### src/rtl/float_fixed_overflow_pipe.sv
// Two-stage overflow analyser for float-to-fixed conversion: reports how many extra
// integer bits a sample needs at its radix point, flags Inf/NaN, and keeps sticky/count status.
module float_fixed_overflow_pipe #(
    parameter int FLOATSIZE      = 32,
    parameter int EXPONENTBITS   = 8,
    parameter int MANTISSABITS   = 23,
    parameter int FIXEDSIZE      = 32,
    parameter int RADIXPOINTSIZE = 6,
    parameter int OVERFLOWBITS   = 6,
    parameter int COUNTBITS      = 16,
    parameter int BIAS           = 2**(EXPONENTBITS-1)-1
) (
    input  logic                      Clk,
    input  logic                      Rst,
    input  logic [FLOATSIZE-1:0]      InFloat,
    input  logic [RADIXPOINTSIZE-1:0] InRadixPoint,
    input  logic                      InValid,
    output logic                      OutReady,
    output logic [OVERFLOWBITS-1:0]   OutOverflow,
    output logic                      OutOvfFlag,
    output logic                      OutSpecial,
    output logic                      OutValid,
    input  logic                      InReady,
    input  logic                      InClear,
    output logic                      OutSticky,
    output logic [COUNTBITS-1:0]      OutOvfCount
);

    localparam int FIXW  = $clog2(FIXEDSIZE + 1);
    localparam int AW    = ((RADIXPOINTSIZE > FIXW) ? RADIXPOINTSIZE : FIXW) + 2;
    localparam int MAXW1 = (EXPONENTBITS > AW) ? EXPONENTBITS : AW;
    localparam int FW    = ((MAXW1 > OVERFLOWBITS) ? MAXW1 : OVERFLOWBITS) + 3;
    localparam logic signed [FW-1:0] OVF_LIM = FW'(2**OVERFLOWBITS);

    // Handshake: a sample moves on a cycle where its valid and the receiver's ready are both
    // high. A full stage holds its data until the next stage advances, so valid never drops early.
    logic s2_adv, s1_adv, out_xfer;

    logic                        s1_valid_q, s1_valid_d;
    logic                        s1_sign_q, s1_sign_d;
    logic [EXPONENTBITS-1:0]     s1_exp_q, s1_exp_d;
    logic                        s1_normal_q, s1_normal_d;
    logic                        s1_special_q, s1_special_d;
    logic signed [AW-1:0]        s1_avail_q, s1_avail_d;

    logic                        s2_valid_q, s2_valid_d;
    logic [OVERFLOWBITS-1:0]     s2_overflow_q, s2_overflow_d;
    logic                        s2_flag_q, s2_flag_d;
    logic                        s2_special_q, s2_special_d;

    logic                        sticky_q, sticky_d;
    logic [COUNTBITS-1:0]        count_q, count_d;

    logic [EXPONENTBITS-1:0]     exp_in;
    logic signed [FW-1:0]        e_unb, avail_ext, full;
    logic [OVERFLOWBITS-1:0]     ovf_calc;

    // Sign and mantissa do not affect the integer-bit requirement.
    logic unused_bits;
    assign unused_bits = ^{s1_sign_q, InFloat[MANTISSABITS-1:0]};

    assign s2_adv   = !s2_valid_q | InReady;
    assign s1_adv   = !s1_valid_q | s2_adv;
    assign out_xfer = s2_valid_q & InReady;
    assign exp_in   = InFloat[FLOATSIZE-2 -: EXPONENTBITS];

    always_comb begin
        s1_valid_d   = s1_valid_q;
        s1_sign_d    = s1_sign_q;
        s1_exp_d     = s1_exp_q;
        s1_normal_d  = s1_normal_q;
        s1_special_d = s1_special_q;
        s1_avail_d   = s1_avail_q;
        if (s1_adv) begin
            s1_valid_d   = InValid;
            s1_sign_d    = InFloat[FLOATSIZE-1];
            s1_exp_d     = exp_in;
            s1_normal_d  = (exp_in != '0) && (exp_in != '1);
            s1_special_d = (exp_in == '1);
            s1_avail_d   = AW'(FIXEDSIZE - 1) - AW'(InRadixPoint);
        end
    end

    always_comb begin
        e_unb     = $signed(FW'(s1_exp_q)) - FW'(BIAS);
        avail_ext = FW'(s1_avail_q);
        full      = e_unb - avail_ext + FW'(1);
        ovf_calc  = '0;
        if (s1_special_q) begin
            ovf_calc = '1;
        end else if (s1_normal_q && (e_unb >= avail_ext)) begin
            ovf_calc = (full >= OVF_LIM) ? '1 : full[OVERFLOWBITS-1:0];
        end
    end

    always_comb begin
        s2_valid_d    = s2_valid_q;
        s2_overflow_d = s2_overflow_q;
        s2_flag_d     = s2_flag_q;
        s2_special_d  = s2_special_q;
        if (s2_adv) begin
            s2_valid_d    = s1_valid_q;
            s2_overflow_d = ovf_calc;
            s2_flag_d     = (ovf_calc != '0);
            s2_special_d  = s1_special_q;
        end
    end

    // Status only moves on delivery, so a stalled result is counted exactly once.
    always_comb begin
        sticky_d = sticky_q;
        count_d  = count_q;
        if (InClear) begin
            sticky_d = 1'b0;
            count_d  = '0;
        end else if (out_xfer && s2_flag_q) begin
            sticky_d = 1'b1;
            if (count_q != '1) begin
                count_d = count_q + COUNTBITS'(1);
            end
        end
    end

    always_ff @(posedge Clk or posedge Rst) begin
        if (Rst) begin
            s1_valid_q    <= 1'b0;
            s1_sign_q     <= 1'b0;
            s1_exp_q      <= '0;
            s1_normal_q   <= 1'b0;
            s1_special_q  <= 1'b0;
            s1_avail_q    <= '0;
            s2_valid_q    <= 1'b0;
            s2_overflow_q <= '0;
            s2_flag_q     <= 1'b0;
            s2_special_q  <= 1'b0;
            sticky_q      <= 1'b0;
            count_q       <= '0;
        end else begin
            s1_valid_q    <= s1_valid_d;
            s1_sign_q     <= s1_sign_d;
            s1_exp_q      <= s1_exp_d;
            s1_normal_q   <= s1_normal_d;
            s1_special_q  <= s1_special_d;
            s1_avail_q    <= s1_avail_d;
            s2_valid_q    <= s2_valid_d;
            s2_overflow_q <= s2_overflow_d;
            s2_flag_q     <= s2_flag_d;
            s2_special_q  <= s2_special_d;
            sticky_q      <= sticky_d;
            count_q       <= count_d;
        end
    end

    assign OutReady    = s1_adv;
    assign OutValid    = s2_valid_q;
    assign OutOverflow = s2_overflow_q;
    assign OutOvfFlag  = s2_flag_q;
    assign OutSpecial  = s2_special_q;
    assign OutSticky   = sticky_q;
    assign OutOvfCount = count_q;

endmodule

### config.mk
export PLATFORM = sky130hd
export DESIGN_NAME = float_fixed_overflow_pipe
export DESIGN_NICKNAME = d
export VERILOG_FILES = /design/src/rtl/float_fixed_overflow_pipe.sv
export SDC_FILE = /design/constraint.sdc
export NUM_CORES = 1
export LEC_CHECK = 0
export ABC_AREA = 1
export BUFFER_PORTS_ARGS = -buffer_cell sky130_fd_sc_hd__buf_4
export CORE_ASPECT_RATIO = 0.8
export CORE_MARGIN = 2
export CORE_UTILIZATION = 35
export DETAILED_ROUTE_END_ITERATION = 10
export PLACE_DENSITY = 0.64
export SKIP_CTS_REPAIR_TIMING = 1
export SYNTH_ARGS = -nofsm -noshare
export SYNTH_HDL_FRONTEND = slang
export SYNTH_SLANG_ARGS = --single-unit
### constraint.sdc
create_clock -name Clk -period 7.4 [get_ports Clk]
set_input_delay 2.22 -clock Clk [delete_from_list [all_inputs] [get_ports Clk]]
set_output_delay 2.22 -clock Clk [all_outputs]
set_load 0.03 [all_outputs]
==> PnR_summary.wiki <==
{| class="wikitable"
! Metric !! Value
|-
| Summed instance area of the synthesized netlist || 0.00289 mm²
|-
| Ratio of cells with drive above 1 in the final layout || 0.155
|-
| Top fanout value on the critical path || 29
|-
| Total Die Area || 0.00901 mm²
|-
| Drt drc || 0
|-
| Number of core rows || 29
|-
| Hold Path Stages || 2
|-
| GRT Util Overall || 0.148
|-
| Data arrival time of the worst path || 3.39 ns
|-
| Final design area excluding fillers || 0.00348 mm²
|-
| CTS tree || yes
|-
| Most area-consuming cells after synthesis || sky130_fd_sc_hd__dfrtp_1 37%, sky130_fd_sc_hd__nand2_1 10%, sky130_fd_sc_hd__ha_1 9.5%
|-
| Root buf cell || sky130_fd_sc_hd__clkbuf_8
|-
| Total detailed-routing wirelength || 6320 µm
|-
| Final setup skew || 0.00940 ns
|-
| Global-route wire length before repair || 10900 µm
|-
| Via count of the first global-routing pass || 2350
|-
| Number of antenna cells inserted || 0
|-
| Buffer levels on the longest clock path || 2
|-
| Input/output buffers || 45
|-
| Register bit total from synthesis || 43
|-
| Part of the Yosys area used for sequential elements || 0.372
|-
| Total gr overflow || 0
|-
| Critical path launch point type || input pin
|-
| Area growth from synthesis to layout || 20.4%
|-
| CTS HTree Levels || 2
|-
| Clock buffers created by TritonCTS || 5
|-
| Worst supply voltage drop on vdd || 0.000110 V
|-
| Worst-case reg-to-reg path depth || 19
|-
| First-iteration detailed-routing DRC count || 148
|-
| RSZ-0062 raised after global routing || no
|-
| Area of the core region || 0.00798 mm²
|-
| Insertion delay to the later sink of the worst-skew pair || 0.30 ns
|-
| Leakage power || 1.74 nW
|-
| Clock transition at the registers of the reported paths || 0.09 ns
|-
| Via count of the routed design || 2554
|-
| Placed cell areas || 0.00336 mm²
|-
| GPL Wtd Cong || 0.817
|-
| Fraction of post-synthesis cell area in the top cell type by area || 0.372
|-
| Largest area contributor in the netlist || sky130_fd_sc_hd__dfrtp_1
|-
| Total power per unit cell area || 230 mW/mm²
|-
| Yosys warns || 0
|-
| Tmin final || between 5 and 6 ns
|-
| Fin crit share || 0.759
|-
| Die X-Extent || ~110 µm
|-
| Half-perimeter wire length after placement || 5080 µm
|-
| Count of flip-flops with a built-in enable after synthesis || 0
|-
| Remaining number of nets flagged by the antenna check after routing || 0
|-
| Crit path required time || 5.18 ns
|-
| Fraction of registers with async set/reset || 1.00
|-
| Post-layout total power || 800 µW
|-
| Antenna violations before repair || 0
|-
| Die Ht || 85.3 µm
|-
| Routed via count divided by cell count || 4.74
|-
| Number of clock sinks || 43
|-
| Run status || finished clean
|-
| End-of-flow core utilization || 0.436
|-
| Syn avg cell area || 7.59 µm²
|-
| Wirelength per Cell || 11.7 µm
|-
| Pin count of the biggest net entering global routing || 44
|-
| Number of setup violations in the final report || 0
|-
| Sum of negative setup slack || 0 ns
|-
| I/O Pins || 70
|-
| Path type of the worst min-delay path || reg -> reg
|-
| Final-layout fill cell count || between 800 and 900
|-
| Number of unique standard cell types used by synthesis || 34
|-
| Count of max-cap constraint violations || 0
|-
| Hold violation total from the final report || 0
|-
| Fmax || 178 MHz
|-
| Endpoint class of the critical path || output pin
|-
| Synthesized Nets || 450
|-
| Post-synthesis cell count || 381
|-
| Worst-Margin Slew || ~0.56 ns
|-
| Flip-flop cell with the highest count after synthesis || sky130_fd_sc_hd__dfrtp_1
|-
| Worst slew margin || 0.625
|-
| Pre-antenna DRT Iters || 5
|-
| Nets@finish || 499
|-
| Most instantiated cells after synthesis || 78 x sky130_fd_sc_hd__nand2_1, 67 x sky130_fd_sc_hd__inv_1, 43 x sky130_fd_sc_hd__dfrtp_1
|-
| Cell with the most instances after synthesis || sky130_fd_sc_hd__nand2_1
|-
| Category of the most critical setup path || in -> out
|-
| Starting density of the core || 0.362
|-
| Max-slew violation count || 0
|}
==> critical path: stages <==
cell and delay [ns]:
sky130_fd_sc_hd__buf_4 0.12, sky130_fd_sc_hd__nor2_1 0.12, sky130_fd_sc_hd__inv_1 0.18, sky130_fd_sc_hd__nor2_1 0.14
sky130_fd_sc_hd__buf_4 0.27, sky130_fd_sc_hd__inv_1 0.14, sky130_fd_sc_hd__buf_4 0.19
==> path summary, 6_finish.rpt <==
check                             from             end  slack (ns)
hold reg to reg             s1_valid_q        OutValid        0.45
setup reg to reg           s1_exp_q[0]      OutOvfFlag        4.03
hold / removal              s1_valid_q        OutValid        0.45
max in group asynchronous          Rst  OutOverflow[2]        4.98
min in group asynchronous          Rst   s1_avail_q[0]        2.05
setup / recovery               InReady        OutReady        1.79
==> layer usage <==
metal	vias to the layer above	share of wire	global-route usage
met5	-	0	0
met4	0	0.0084	0.0419
met3	4	0.036	0.0246
met2	43	0.44	0.230
met1	1191	0.51	0.213
li1	1316	-	-
==> cell type report <==
type	count	area (µm²)	share of cell area
multi-input cells	264	1540	0.441
flip-flops and latches	43	1080	0.309
repair buffers	47	353	0.101
inverters	69	262	0.0751
well taps	108	135	0.0388
clock buffers	6	82.6	0.0237
clock inverters	2	38.8	0.0111
==> through the flow <==
| step | cells | hold WS (ns) | worst slack (ns) |
|---|---|---|---|
| finish | 539 | 0.446 | 1.79 |
| global route | 539 | 0.483 | 1.61 |
| CTS | 539 | 0.450 | 1.77 |
| detailed placement | 531 | 0.432 | 1.78 |
| global placement | 531 | 0.436 | 1.80 |
| floorplan | 381 | 0.423 | 2.20 |
==> cell usage in the layout, fill, tap and decap left out <==
master / synthesis / final
sky130_fd_sc_hd__o21a_1: 2 / 2
sky130_fd_sc_hd__nor2_2: 1 / 1
sky130_fd_sc_hd__nor3_1: 9 / 9
sky130_fd_sc_hd__dfrtp_1: 43 / 43
sky130_fd_sc_hd__nand2_4: 1 / 1
sky130_fd_sc_hd__nor2_4: 2 / 2
sky130_fd_sc_hd__nand4_1: 6 / 6
sky130_fd_sc_hd__nand2_2: 1 / 1
sky130_fd_sc_hd__xor2_1: 10 / 10
sky130_fd_sc_hd__inv_6: 0 / 1
sky130_fd_sc_hd__a31o_1: 1 / 1
sky130_fd_sc_hd__a31oi_1: 2 / 2
sky130_fd_sc_hd__nor4_1: 3 / 3
sky130_fd_sc_hd__nand3_1: 22 / 22
sky130_fd_sc_hd__o21ai_0: 32 / 32
sky130_fd_sc_hd__nand4_2: 1 / 1
sky130_fd_sc_hd__nand3b_1: 3 / 3
sky130_fd_sc_hd__o21bai_1: 1 / 1
sky130_fd_sc_hd__inv_4: 1 / 1
sky130_fd_sc_hd__and2_1: 1 / 1
sky130_fd_sc_hd__bufinv_16: 0 / 1
sky130_fd_sc_hd__nor3_2: 2 / 2
sky130_fd_sc_hd__inv_1: 67 / 66
sky130_fd_sc_hd__nand2_1: 78 / 78
sky130_fd_sc_hd__and3_1: 1 / 1
sky130_fd_sc_hd__inv_2: 1 / 1
sky130_fd_sc_hd__nor2_1: 37 / 37
sky130_fd_sc_hd__or2_2: 1 / 1
sky130_fd_sc_hd__a21oi_1: 16 / 16
sky130_fd_sc_hd__nor3b_1: 1 / 1
sky130_fd_sc_hd__buf_4: 0 / 47
sky130_fd_sc_hd__o21ai_1: 2 / 2
sky130_fd_sc_hd__xnor2_1: 1 / 1
sky130_fd_sc_hd__ha_1: 22 / 22
sky130_fd_sc_hd__clkinv_1: 0 / 1
sky130_fd_sc_hd__fa_1: 4 / 4
sky130_fd_sc_hd__clkbuf_8: 0 / 6
sky130_fd_sc_hd__nor2_8: 1 / 1
==> cells by family after synthesis <==
kind of cell,share of synthesized area
and+or+nand+nor,0.273
buffers and inverters,0.0969
DFF,0.372
adders and majority gates,0.123
xor gates and xnor gates,0.0333
AOI/OAI and AO/OA,0.102
==> report_power, final <==
group          internal (mW)  leakage [nW]  switching [mW]
registers              0.261         0.536          0.0214
clock network          0.111        0.0618          0.0879
logic                  0.118          1.14           0.200
total                  0.491          1.74           0.309
==> flip-flops by register name, indices dropped and copies added, names as in the netlist <==
name and count:
s1_exp_q 8, OutOvfFlag 1, OutOverflow 6, OutSpecial 1, s1_special_q 1, OutOvfCount 16
s1_normal_q 1, OutSticky 1, OutValid 1, s1_avail_q 6, s1_valid_q 1
(Power assumes the default switching activity.)
